### src/rtl/mac_pe_pkg.sv
// Shared types and default parameter values for the output-stationary MAC processing element.
package mac_pe_pkg;

  typedef enum logic [1:0] {
    ST_IDLE = 2'd0,
    ST_ACC  = 2'd1,
    ST_HOLD = 2'd2
  } state_e;

  localparam int DEF_IN_WIDTH  = 16;
  localparam int DEF_ACC_WIDTH = 32;
  localparam int DEF_K_DEPTH   = 16;
  localparam int DEF_SIGNED    = 1;
  localparam int DEF_SATURATE  = 1;

endpackage

### src/rtl/mac_sat_add.sv
// Combinational accumulator adder: wraps modulo 2^ACC_WIDTH, or clamps to the range limit and flags it.
module mac_sat_add #(
  parameter int ACC_WIDTH = 32,
  parameter int SIGNED    = 1,
  parameter int SATURATE  = 1
) (
  input  logic [ACC_WIDTH-1:0] a,
  input  logic [ACC_WIDTH-1:0] b,
  output logic [ACC_WIDTH-1:0] sum,
  output logic                 overflow
);

  logic [ACC_WIDTH:0] raw;
  logic               ovf;

  always_comb begin
    raw = {1'b0, a} + {1'b0, b};
    // Signed overflow: operands agree in sign but the result does not.
    if (SIGNED != 0) ovf = (a[ACC_WIDTH-1] == b[ACC_WIDTH-1]) && (raw[ACC_WIDTH-1] != a[ACC_WIDTH-1]);
    else             ovf = raw[ACC_WIDTH];
    sum      = raw[ACC_WIDTH-1:0];
    overflow = 1'b0;
    if ((SATURATE != 0) && ovf) begin
      overflow = 1'b1;
      if (SIGNED != 0) sum = a[ACC_WIDTH-1] ? {1'b1, {(ACC_WIDTH-1){1'b0}}} : {1'b0, {(ACC_WIDTH-1){1'b1}}};
      else             sum = '1;
    end
  end

endmodule

### src/rtl/mac_pe_os.sv
// Output-stationary MAC PE: forwards operands east/south, accumulates k_len products, holds result for handoff.
module mac_pe_os
  import mac_pe_pkg::*;
#(
  parameter int IN_WIDTH  = DEF_IN_WIDTH,
  parameter int ACC_WIDTH = DEF_ACC_WIDTH,
  parameter int K_DEPTH   = DEF_K_DEPTH,
  parameter int SIGNED    = DEF_SIGNED,
  parameter int SATURATE  = DEF_SATURATE,
  localparam int KW       = $clog2(K_DEPTH + 1)
) (
  input  logic                 clk_i,
  input  logic                 rst_i,
  input  logic [IN_WIDTH-1:0]  a_i,
  input  logic                 a_valid_i,
  input  logic [IN_WIDTH-1:0]  b_i,
  input  logic                 b_valid_i,
  input  logic [KW-1:0]        k_len_i,
  input  logic                 clr_i,
  output logic [IN_WIDTH-1:0]  a_o,
  output logic                 a_valid_o,
  output logic [IN_WIDTH-1:0]  b_o,
  output logic                 b_valid_o,
  output logic [ACC_WIDTH-1:0] acc_o,
  output logic                 acc_valid_o,
  input  logic                 acc_ready_i,
  output logic                 sat_o,
  output logic                 drop_o
);

  if (ACC_WIDTH < 2 * IN_WIDTH) begin : g_width_check
    $error("mac_pe_os: ACC_WIDTH must be at least 2*IN_WIDTH");
  end

  // Handshake: a pair fires when a_valid_i & b_valid_i; a result is handed off on a cycle
  // where acc_valid_o & acc_ready_i, and acc_o/sat_o stay stable until then.
  state_e               state_q;
  logic [ACC_WIDTH-1:0] acc_q;
  logic [KW-1:0]        cnt_q;
  logic [KW-1:0]        k_len_q;
  logic                 sat_q;

  logic                 fire;
  logic [KW-1:0]        k_eff;
  logic [KW-1:0]        cnt_nxt;
  logic [ACC_WIDTH-1:0] prod_ext;
  logic [ACC_WIDTH-1:0] add_sum;
  logic                 add_ovf;

  assign fire    = a_valid_i & b_valid_i;
  assign k_eff   = (k_len_i == '0) ? KW'(1) : k_len_i;
  assign cnt_nxt = cnt_q + KW'(1);

  if (SIGNED != 0) begin : g_prod_s
    logic signed [2*IN_WIDTH-1:0] prod;
    assign prod     = $signed(a_i) * $signed(b_i);
    assign prod_ext = ACC_WIDTH'(prod);
  end else begin : g_prod_u
    logic [2*IN_WIDTH-1:0] prod;
    assign prod     = a_i * b_i;
    assign prod_ext = ACC_WIDTH'(prod);
  end

  mac_sat_add #(
    .ACC_WIDTH (ACC_WIDTH),
    .SIGNED    (SIGNED),
    .SATURATE  (SATURATE)
  ) u_add (
    .a        (acc_q),
    .b        (prod_ext),
    .sum      (add_sum),
    .overflow (add_ovf)
  );

  always_ff @(posedge clk_i) begin
    if (rst_i) begin
      state_q   <= ST_IDLE;
      acc_q     <= '0;
      cnt_q     <= '0;
      k_len_q   <= '0;
      sat_q     <= 1'b0;
      a_o       <= '0;
      a_valid_o <= 1'b0;
      b_o       <= '0;
      b_valid_o <= 1'b0;
    end else begin
      a_o       <= a_i;
      a_valid_o <= a_valid_i;
      b_o       <= b_i;
      b_valid_o <= b_valid_i;
      if (clr_i) begin
        state_q <= ST_IDLE;
        acc_q   <= '0;
        cnt_q   <= '0;
        sat_q   <= 1'b0;
      end else begin
        case (state_q)
          ST_IDLE: if (fire) begin
            k_len_q <= k_eff;
            acc_q   <= prod_ext;
            cnt_q   <= KW'(1);
            sat_q   <= 1'b0;
            state_q <= (k_eff == KW'(1)) ? ST_HOLD : ST_ACC;
          end
          ST_ACC: if (fire) begin
            acc_q   <= add_sum;
            cnt_q   <= cnt_nxt;
            sat_q   <= sat_q | add_ovf;
            if (cnt_nxt == k_len_q) state_q <= ST_HOLD;
          end
          ST_HOLD: if (acc_ready_i) begin
            // A pair arriving with the handoff starts the next result immediately.
            if (fire) begin
              k_len_q <= k_eff;
              acc_q   <= prod_ext;
              cnt_q   <= KW'(1);
              sat_q   <= 1'b0;
              state_q <= (k_eff == KW'(1)) ? ST_HOLD : ST_ACC;
            end else begin
              acc_q   <= '0;
              cnt_q   <= '0;
              sat_q   <= 1'b0;
              state_q <= ST_IDLE;
            end
          end
          default: state_q <= ST_IDLE;
        endcase
      end
    end
  end

  assign acc_o       = acc_q;
  assign sat_o       = sat_q;
  assign acc_valid_o = (state_q == ST_HOLD);
  assign drop_o      = (state_q == ST_HOLD) & fire & ~acc_ready_i & ~clr_i & ~rst_i;

endmodule

### config.mk
export PLATFORM = sky130hd
export DESIGN_NAME = mac_pe_os
export DESIGN_NICKNAME = d
export VERILOG_FILES = /design/src/rtl/mac_pe_pkg.sv /design/src/rtl/mac_sat_add.sv /design/src/rtl/mac_pe_os.sv
export SDC_FILE = /design/constraint.sdc
export NUM_CORES = 1
export LEC_CHECK = 0
export CAP_MARGIN = 20
export CORE_ASPECT_RATIO = 0.6
export CORE_MARGIN = 8
export CORE_UTILIZATION = 60
export DETAILED_ROUTE_END_ITERATION = 7
export PLACE_DENSITY_LB_ADDON = 0.1
export SLEW_MARGIN = 20
export SYNTH_ARGS = -nofsm -noshare
export SYNTH_HDL_FRONTEND = slang
export SYNTH_SLANG_ARGS = --single-unit
### constraint.sdc
create_clock -name clk_i -period 14.8 [get_ports clk_i]
set_clock_uncertainty 0.2 [all_clocks]
set_input_delay 1.48 -clock clk_i [delete_from_list [all_inputs] [get_ports clk_i]]
set_output_delay 1.48 -clock clk_i [all_outputs]
set_load 0.02 [all_outputs]
==> flow_summary.toml, run 1 <==
[setup_path]
reg2reg_from = "acc_o[12]"
critPathArrivalTime_ns = 11.41
critPathKind = "input port to flop"
slowest_delay_ns = 1.05
end_kind = "flop"
timing.critical_path.mode_cell = "fa_1"
critical_path_required_ns = 14.81
crit_fanout = 31
rr_worst_depth = 10
start_kind = "input port"
r2r_slack_ns = 10.33
startpoint = "b_i[7]"
crit_path_top_delay_cell = "clkdlybuf4s50_1"
rr_endpoint = "acc_o[5]"

[die]
die_y_um = 136
coreArea_um2 = 23900
initial_utilization = 0.605
num_rows = 44
die_area_um2 = 29500
top_level_ports = 112
die_w_um = 217

[place]
io_buffers = 111
gp_congestion = 0.928
dp_cells = 1991
dp_slack_ns = 3.28
hpwlAfterDp_um = 28800

[synthesis]
synthFlopType = "dfxtp_1"
synth_commonest_cells = "311 x inv_1, 263 x fa_1, 154 x nand2_1"
synthesis.area_um2 = 14500
synth.distinct_cells = 70
synthCells = 1610
yosysMostFrequentCell = "inv_1"
synth-adder-area-share = 0.466
yosysWarnings = 0
synth_top_family_by_area = "adder cells"
synthTopCellsByArea = "fa_1 36%, dfxtp_1 11%, ha_1 10%"
synth.avg_cell_area_um2 = 8.99
synth-compound-area-share = 0.130
synthArstFlopShare = 0
synth_top_area_frac = 0.364
yosysTopAreaCell = "fa_1"
synthXorXnorAreaFrac = 0.0418
synth.area.mux_share = 0.00501
synth-simple-area-share = 0.151
ys_seq_elements = 79
syn_nets = 2034
ys_seq_area_frac = 0.109
synth_edf_count = 0

[worst_hold_path]
hold_end = "cnt_q[1]"
hold_depth = 2
min_path_type = "flop to flop"
holdCritStartpoint = "cnt_q[1]"

[final_layout]
postLayoutCoreUtil = 0.672
drive_gt1_frac = 0.0356
stdcell_count = 2007
n_fill_cell = 1998
areaGrowthSynthToFinish_pct = 11.2
diodes = 0
final_nets = 2104

[detailed_routing]
route.detailed.drc = 0
dr.pass1.iters = 5
wl_per_cell_um = 18.0
postRouteWirelength_um = 36100
ant_nets = 0
viasPerCell = 5.63
route.vias.total = 11300
initialDrtViolationCount = 873

[clocking]
post_cts_buffers = 0
clock_latency_ns = 0.38
clockBufferDepth = 2
holdBufCountCts = 0
cts.htree.levels = 3
cts_tree = "done"
cts_resized = 0
cts_sinks = 79
clk_pin_slew_worst_paths_ns = 0.06
cts_buffers = 9
cts_root_buf = "clkbuf_16"

[grt]
grt_pass1_vias = 11400
gr-usage-all-layers = 0.252
grt_pass1_wl_um = 59200
grt_overflow = 0
grt_start_max_net_pins = 42
grt_antenna_before_repair = 0

[sta]
min_period_ns = 11.40
drv_slew = 0
hold_viol = 0
setup_viol = 0
setup_ws_ns = 3.40
fmax_ghz = 0.0877
fin_setup_tns_ns = 0
worst_slew_pin_slew_ns = 1.02
min_period_over_period = 0.770
timing.slew.headroom = 0.317
rsz0062_at_grt = "false"

[job]
cap_violations = 0

[outcome]
status = "completed"
critical path: cells and delay by family:
kind	cells	cell delay (ns)
xor gates and xnor gates	1	0.19
adders and majority gates	8	3.76
and+or+nand+nor	5	0.63
buffers and inverters	6	1.32
AOI/OAI and AO/OA	12	4.01
area by class of cell:
class / instances / area, um^2 / share of cell area
clock buffers: 10 / 229 / 0.0142
clock inverters: 6 / 91.3 / 0.00568
inverters: 311 / 1170 / 0.0725
multi-input cells: 1164 / 11500 / 0.714
flip-flops and latches: 79 / 1580 / 0.0983
well taps: 322 / 403 / 0.0250
repair buffers: 115 / 1140 / 0.0706
worst max-delay path by stage:
stage	end	slack (ns)	cells past startpoint
after floorplan	acc_o[10]	5.59	33
after global placement	acc_o[5]	3.51	32
after detailed placement	acc_o[3]	3.28	32
after CTS	acc_o[3]	3.66	32
after global routing	acc_o[2]	2.81	32
final	acc_o[5]	3.40	32
through the flow:
stage,cell area [um^2],hold WS (ns)
2_1_floorplan,14500,0.249
3_3_place_gp,15800,0.260
3_5_place_dp,15800,0.277
4_1_cts,16100,0.283
5_1_grt,16100,0.328
6_report,16100,0.286
logic make-up after synthesis:
group           after synthesis
mux                           6
buf+inv                     367
compound gates              277
xor+xnor                     67
fa+ha+maj                   381
flops                        79
simple gates                433
layer usage:
| metal | up-vias | wire length (um) | global-route usage |
|---|---|---|---|
| met1 | 5621 | 15600 | 0.350 |
| met2 | 430 | 16600 | 0.391 |
| li1 | 5196 | - | - |
| met5 | - | 0 | 0 |
| met3 | 52 | 3240 | 0.0684 |
| met4 | 0 | 685 | 0.0606 |
cell usage in the layout, fill, tap and decap left out, types with 8 or more instances in the layout:
| cell type | count |
|---|---|
| a21o_1 | 22 |
| a21oi_1 | 61 |
| a21oi_2 | 20 |
| a22oi_1 | 26 |
| a31oi_1 | 11 |
| and2_1 | 123 |
| clkbuf_16 | 9 |
| clkdlybuf4s50_1 | 110 |
| dfxtp_1 | 79 |
| fa_1 | 263 |
| ha_1 | 118 |
| inv_1 | 311 |
| nand2_1 | 154 |
| nand2b_1 | 11 |
| nand3_1 | 8 |
| nand4_1 | 10 |
| nor2_1 | 54 |
| nor2b_1 | 40 |
| nor3_1 | 10 |
| o21a_1 | 11 |
| o21ai_0 | 69 |
| xnor2_1 | 49 |
| xor2_1 | 17 |
registers in the layout, indices dropped and copies added, names as in the netlist, 2 cells and up:
name	flops
k_len_q	5
b_o	16
acc_o	32
a_o	16
cnt_q	5
state_q	2
Power of run 1 is not shown: default switching activity piles up to over one toggle a cycle in this logic, so the estimate is an artifact.
==> run 2: changes to the inputs <==
Clock period 14.8 ns to 10.52 ns, I/O delays scaled along.
==> run 2 against run 1 <==
Core utilization rose by 0.96 points. Worst hold slack improved by 0.0037 ns. Cell count rose by 1.6%. Sequential share of layout area fell by 0.14 points. Clock-buffer cell count did not move.
==> flow_summary.toml, run 2 (synthesized netlist as in run 1, its figures left out) <==
[sta]
timing.slew.headroom = 0.380
fin_setup_tns_ns = 0
setup_viol = 0
worst_slew_pin_slew_ns = 0.923
min_period_ns = 9.99
rsz0062_at_grt = "false"
fmax_ghz = 0.100
drv_slew = 0
hold_viol = 0
min_period_over_period = 0.949

[worst_hold_path]
holdCritStartpoint = "cnt_q[1]"
min_path_type = "flop to flop"
hold_depth = 2
hold_end = "cnt_q[1]"

[setup_path]
rr_endpoint = "acc_o[28]"
end_kind = "flop"
r2r_slack_ns = 6.54
critPathKind = "input port to flop"
rr_worst_depth = 13
cp_num_buf_inv = 5
crit_fanout = 20
start_kind = "input port"
path_depth = 30
reg2reg_from = "acc_o[0]"
path_delay_family = "adder cells"
critical_path_required_ns = 10.57
timing.critical_path.mode_cell = "fa_1"
crit_path_top_delay_cell = "fa_1"
critPathArrivalTime_ns = 10.03
startpoint = "b_i[1]"
slowest_delay_ns = 0.70

[grt]
grt_antenna_before_repair = 0
use_met3 = 0.0516
met1_usage = 0.368
grt_pass1_wl_um = 60900
grt_pass1_vias = 11600
grt_start_max_net_pins = 42
grt_overflow = 0
grt_use_met2 = 0.410
top_usage_layer = "met2"
gr-usage-all-layers = 0.258

[final_layout]
layout_common_cells = "311 x inv_1, 263 x fa_1, 154 x nand2_1"
final_nets = 2137
diodes = 0
n_fill_cell = 1947
largest_register_ffs = 32
final_common_cell = "inv_1"
drive_gt1_frac = 0.0547
areaGrowthSynthToFinish_pct = 12.7
multi_input_area_um2 = 11500
seqCellArea_um2 = 1580
design_area_um2 = 16300

[detailed_routing]
postRouteWirelength_um = 36700
initialDrtViolationCount = 910
route.vias.total = 11300
ant_nets = 0
route.detailed.drc = 0
viasPerCell = 5.56
wl_per_cell_um = 18.0
dr.pass1.iters = 5

[outcome]
status = "completed"

[clocking]
clock_latency_ns = 0.37
clk_pin_slew_worst_paths_ns = 0.07
post_cts_buffers = 0
cts_root_buf = "clkbuf_16"
clockBufferDepth = 2
cts.htree.levels = 3
cts_resized = 0
cts_sinks = 79
holdBufCountCts = 0
cts_buffers = 9
cts_tree = "done"

[die]
initial_utilization = 0.605
coreArea_um2 = 23900
die_y_um = 136
die_area_um2 = 29500
num_rows = 44
top_level_ports = 112
die_w_um = 217

[place]
gp_congestion = 0.950
hpwlAfterDp_um = 30200
dpl_cell_area_um2 = 16000
io_buffers = 111

[job]
cap_violations = 0
-- run 2: changes by cell type in the layout (fill, tap and decap cells not counted) --
cell	before	now
buf_4	4	36
clkinvlp_4	0	1
buf_12	0	1
clkbuf_8	0	1
bufinv_16	2	0
clkbuf_1	1	0
inv_8	0	1
-- run 2: stage by stage --
step	worst slack (ns)	util	instances	hold WS, ns
after CTS	0.638	0.682	2040	0.286
after floorplan	1.74	-	1610	0.249
after detailed placement	0.303	0.670	2024	0.277
final	0.534	0.682	2040	0.290
after global routing	0.0320	0.682	2040	0.305
after global placement	0.543	0.670	2024	0.259
-- run 2: worst max path at each step --
stage | to
after floorplan | acc_o[10]
after global placement | acc_o[5]
after detailed placement | acc_o[2]
after CTS | acc_o[2]
after global routing | acc_o[5]
final | acc_o[5]
-- run 2: worst register-to-register path, delay by kind of cell (launching register included) --
| family | cells | cell delay (ns) |
|---|---|---|
| AOI/OAI and AO/OA | 8 | 2.26 |
| adders and majority gates | 2 | 0.67 |
| DFF | 1 | 0.36 |
| and+or+nand+nor | 1 | 0.19 |
| xor gates and xnor gates | 1 | 0.12 |
| buffers and inverters | 1 | 0.07 |
-- run 2: layer usage --
metal,routed length [um],vias up
met5,0,-
met4,433,0
met3,2970,36
met2,16900,391
met1,16400,5644
li1,-,5266
-- run 2: layout make-up --
class	instances	share of cell area
clock buffers	10	0.0146
multi-input cells	1164	0.704
well taps	322	0.0247
clock inverters	6	0.00307
inverters	311	0.0715
flip-flops and latches	79	0.0969
repair buffers	148	0.0855
Power of run 2 is left out for the same reason.
==> run 3: changes to the inputs <==
Settings changed: CORE_MARGIN 8 to 2, SKIP_CTS_REPAIR_TIMING from default to 1.
==> run 3 against run 2 <==
Wire length shrank 2.9%. Setup slack gained 0.028 ns. Register-to-register slack gained 0.19 ns. Sequential cell count is the same. Critical path depth grew 3. Fmax grew 0.28%. Core utilization grew 1.6 points. Clock-buffer cell count shrank 1. Global-route usage grew 3.6 points. Cell area is essentially flat.
==> flow_summary.toml, run 3 (synthesized netlist as in run 1, its figures left out) <==
[outcome]
status = "completed"

[final_layout]
drive_gt1_frac = 0.0547
areaGrowthSynthToFinish_pct = 12.8
n_fill_cell = 1911
diodes = 0
final_common_cell = "inv_1"
largest_register_ffs = 32
final_nets = 2136
layout_common_cells = "311 x inv_1, 263 x fa_1, 154 x nand2_1"

[clocking]
cts_root_buf = "clkbuf_16"
cts_tree = "done"
clock_latency_ns = 0.38
clk_pin_slew_worst_paths_ns = 0.06
cts_sinks = 79
cts_buffers = 9
clockBufferDepth = 2
cts.htree.levels = 3

[die]
coreArea_um2 = 23400
die_area_um2 = 25400
die_w_um = 205
die_y_um = 124
top_level_ports = 112
num_rows = 43
initial_utilization = 0.619

[setup_path]
slowest_delay_ns = 0.73
critPathKind = "input port to flop"
rr_endpoint = "acc_o[28]"
crit_fanout = 21
crit_path_top_delay_cell = "clkdlybuf4s50_1"
critPathArrivalTime_ns = 10.01
startpoint = "a_i[3]"
end_kind = "flop"
path_depth = 33
r2r_slack_ns = 6.73
critical_path_required_ns = 10.57
cp_num_buf_inv = 7
reg2reg_from = "acc_o[0]"
start_kind = "input port"
rr_worst_depth = 13
path_delay_family = "adder cells"
cp-endpoint = "acc_o[2]"
timing.critical_path.mode_cell = "fa_1"

[sta]
fmax_ghz = 0.100
worst_slew_pin_slew_ns = 0.926
min_period_ns = 9.96
hold_viol = 0
rsz0062_at_grt = "false"
hold-worst-slack_ns = 0.303
setup_viol = 0
drv_slew = 0
timing.slew.headroom = 0.382
fin_setup_tns_ns = 0
min_period_over_period = 0.947

[grt]
grt_start_max_net_pins = 42
grt_pass1_vias = 11500
gr-usage-all-layers = 0.294
grt_pass1_wl_um = 58900
grt_antenna_before_repair = 0
grt_overflow = 0

[detailed_routing]
postRouteWirelength_um = 35600
dr.pass1.iters = 6
viasPerCell = 5.64
wl_per_cell_um = 17.5
ant_nets = 0
route.detailed.drc = 0
route.vias.total = 11500
initialDrtViolationCount = 955

[place]
io_buffers = 111
gp_congestion = 0.921
hpwlAfterDp_um = 29100

[job]
cap_violations = 0

[worst_hold_path]
min_path_type = "flop to flop"
-- run 3: changes by cell type in the layout (fill, tap and decap cells not counted) --
cell	before	now
a31oi_1	11	10
clkbuf_8	1	0
a31oi_2	0	1
buf_4	36	35
bufinv_16	0	1
-- run 3: worst min-delay path by stage --
stage / start / to / slack (ns) / depth (start not counted)
2_1_floorplan: cnt_q[1] / cnt_q[1] / 0.25 / 2
3_3_place_gp: cnt_q[1] / cnt_q[1] / 0.26 / 2
3_5_place_dp: cnt_q[1] / cnt_q[1] / 0.28 / 2
4_1_cts: cnt_q[1] / cnt_q[1] / 0.29 / 2
5_1_grt: cnt_q[1] / cnt_q[1] / 0.34 / 2
6_report: cnt_q[1] / cnt_q[1] / 0.30 / 2
-- run 3: worst min-delay path: stages, from the launching register on --
cell and delay (ns):
dfxtp_1 0.34, nand2_1 0.06, a21oi_1 0.06
-- run 3: area by class of cell --
type	instances	area [um^2]	area share
clock inverter	7	80.1	0.00490
inverter	311	1170	0.0715
sequential	79	1580	0.0969
multi-input combinational	1164	11500	0.704
clock buffer	9	225	0.0138
timing repair buffer	147	1390	0.0851
tap	315	394	0.0241
-- run 3: per-layer routing --
metal	up-vias	share of wire	track usage
met5	-	0	0
li1	5251	-	-
met2	428	0.45	0.438
met1	5719	0.46	0.445
met4	0	0.017	0.0656
met3	53	0.074	0.0570
-- run 3: per-stage QoR --
stage | utilization | cell area, um^2 | worst slack, ns | std cells
after CTS | 0.697 | 16300 | 0.609 | 2032
final | 0.698 | 16300 | 0.563 | 2032
after global routing | 0.698 | 16300 | 0.00525 | 2032
after floorplan | - | 14500 | 1.74 | 1610
after global placement | 0.684 | 16000 | 0.600 | 2016
after detailed placement | 0.684 | 16000 | 0.252 | 2016
Power of run 3 is left out for the same reason.
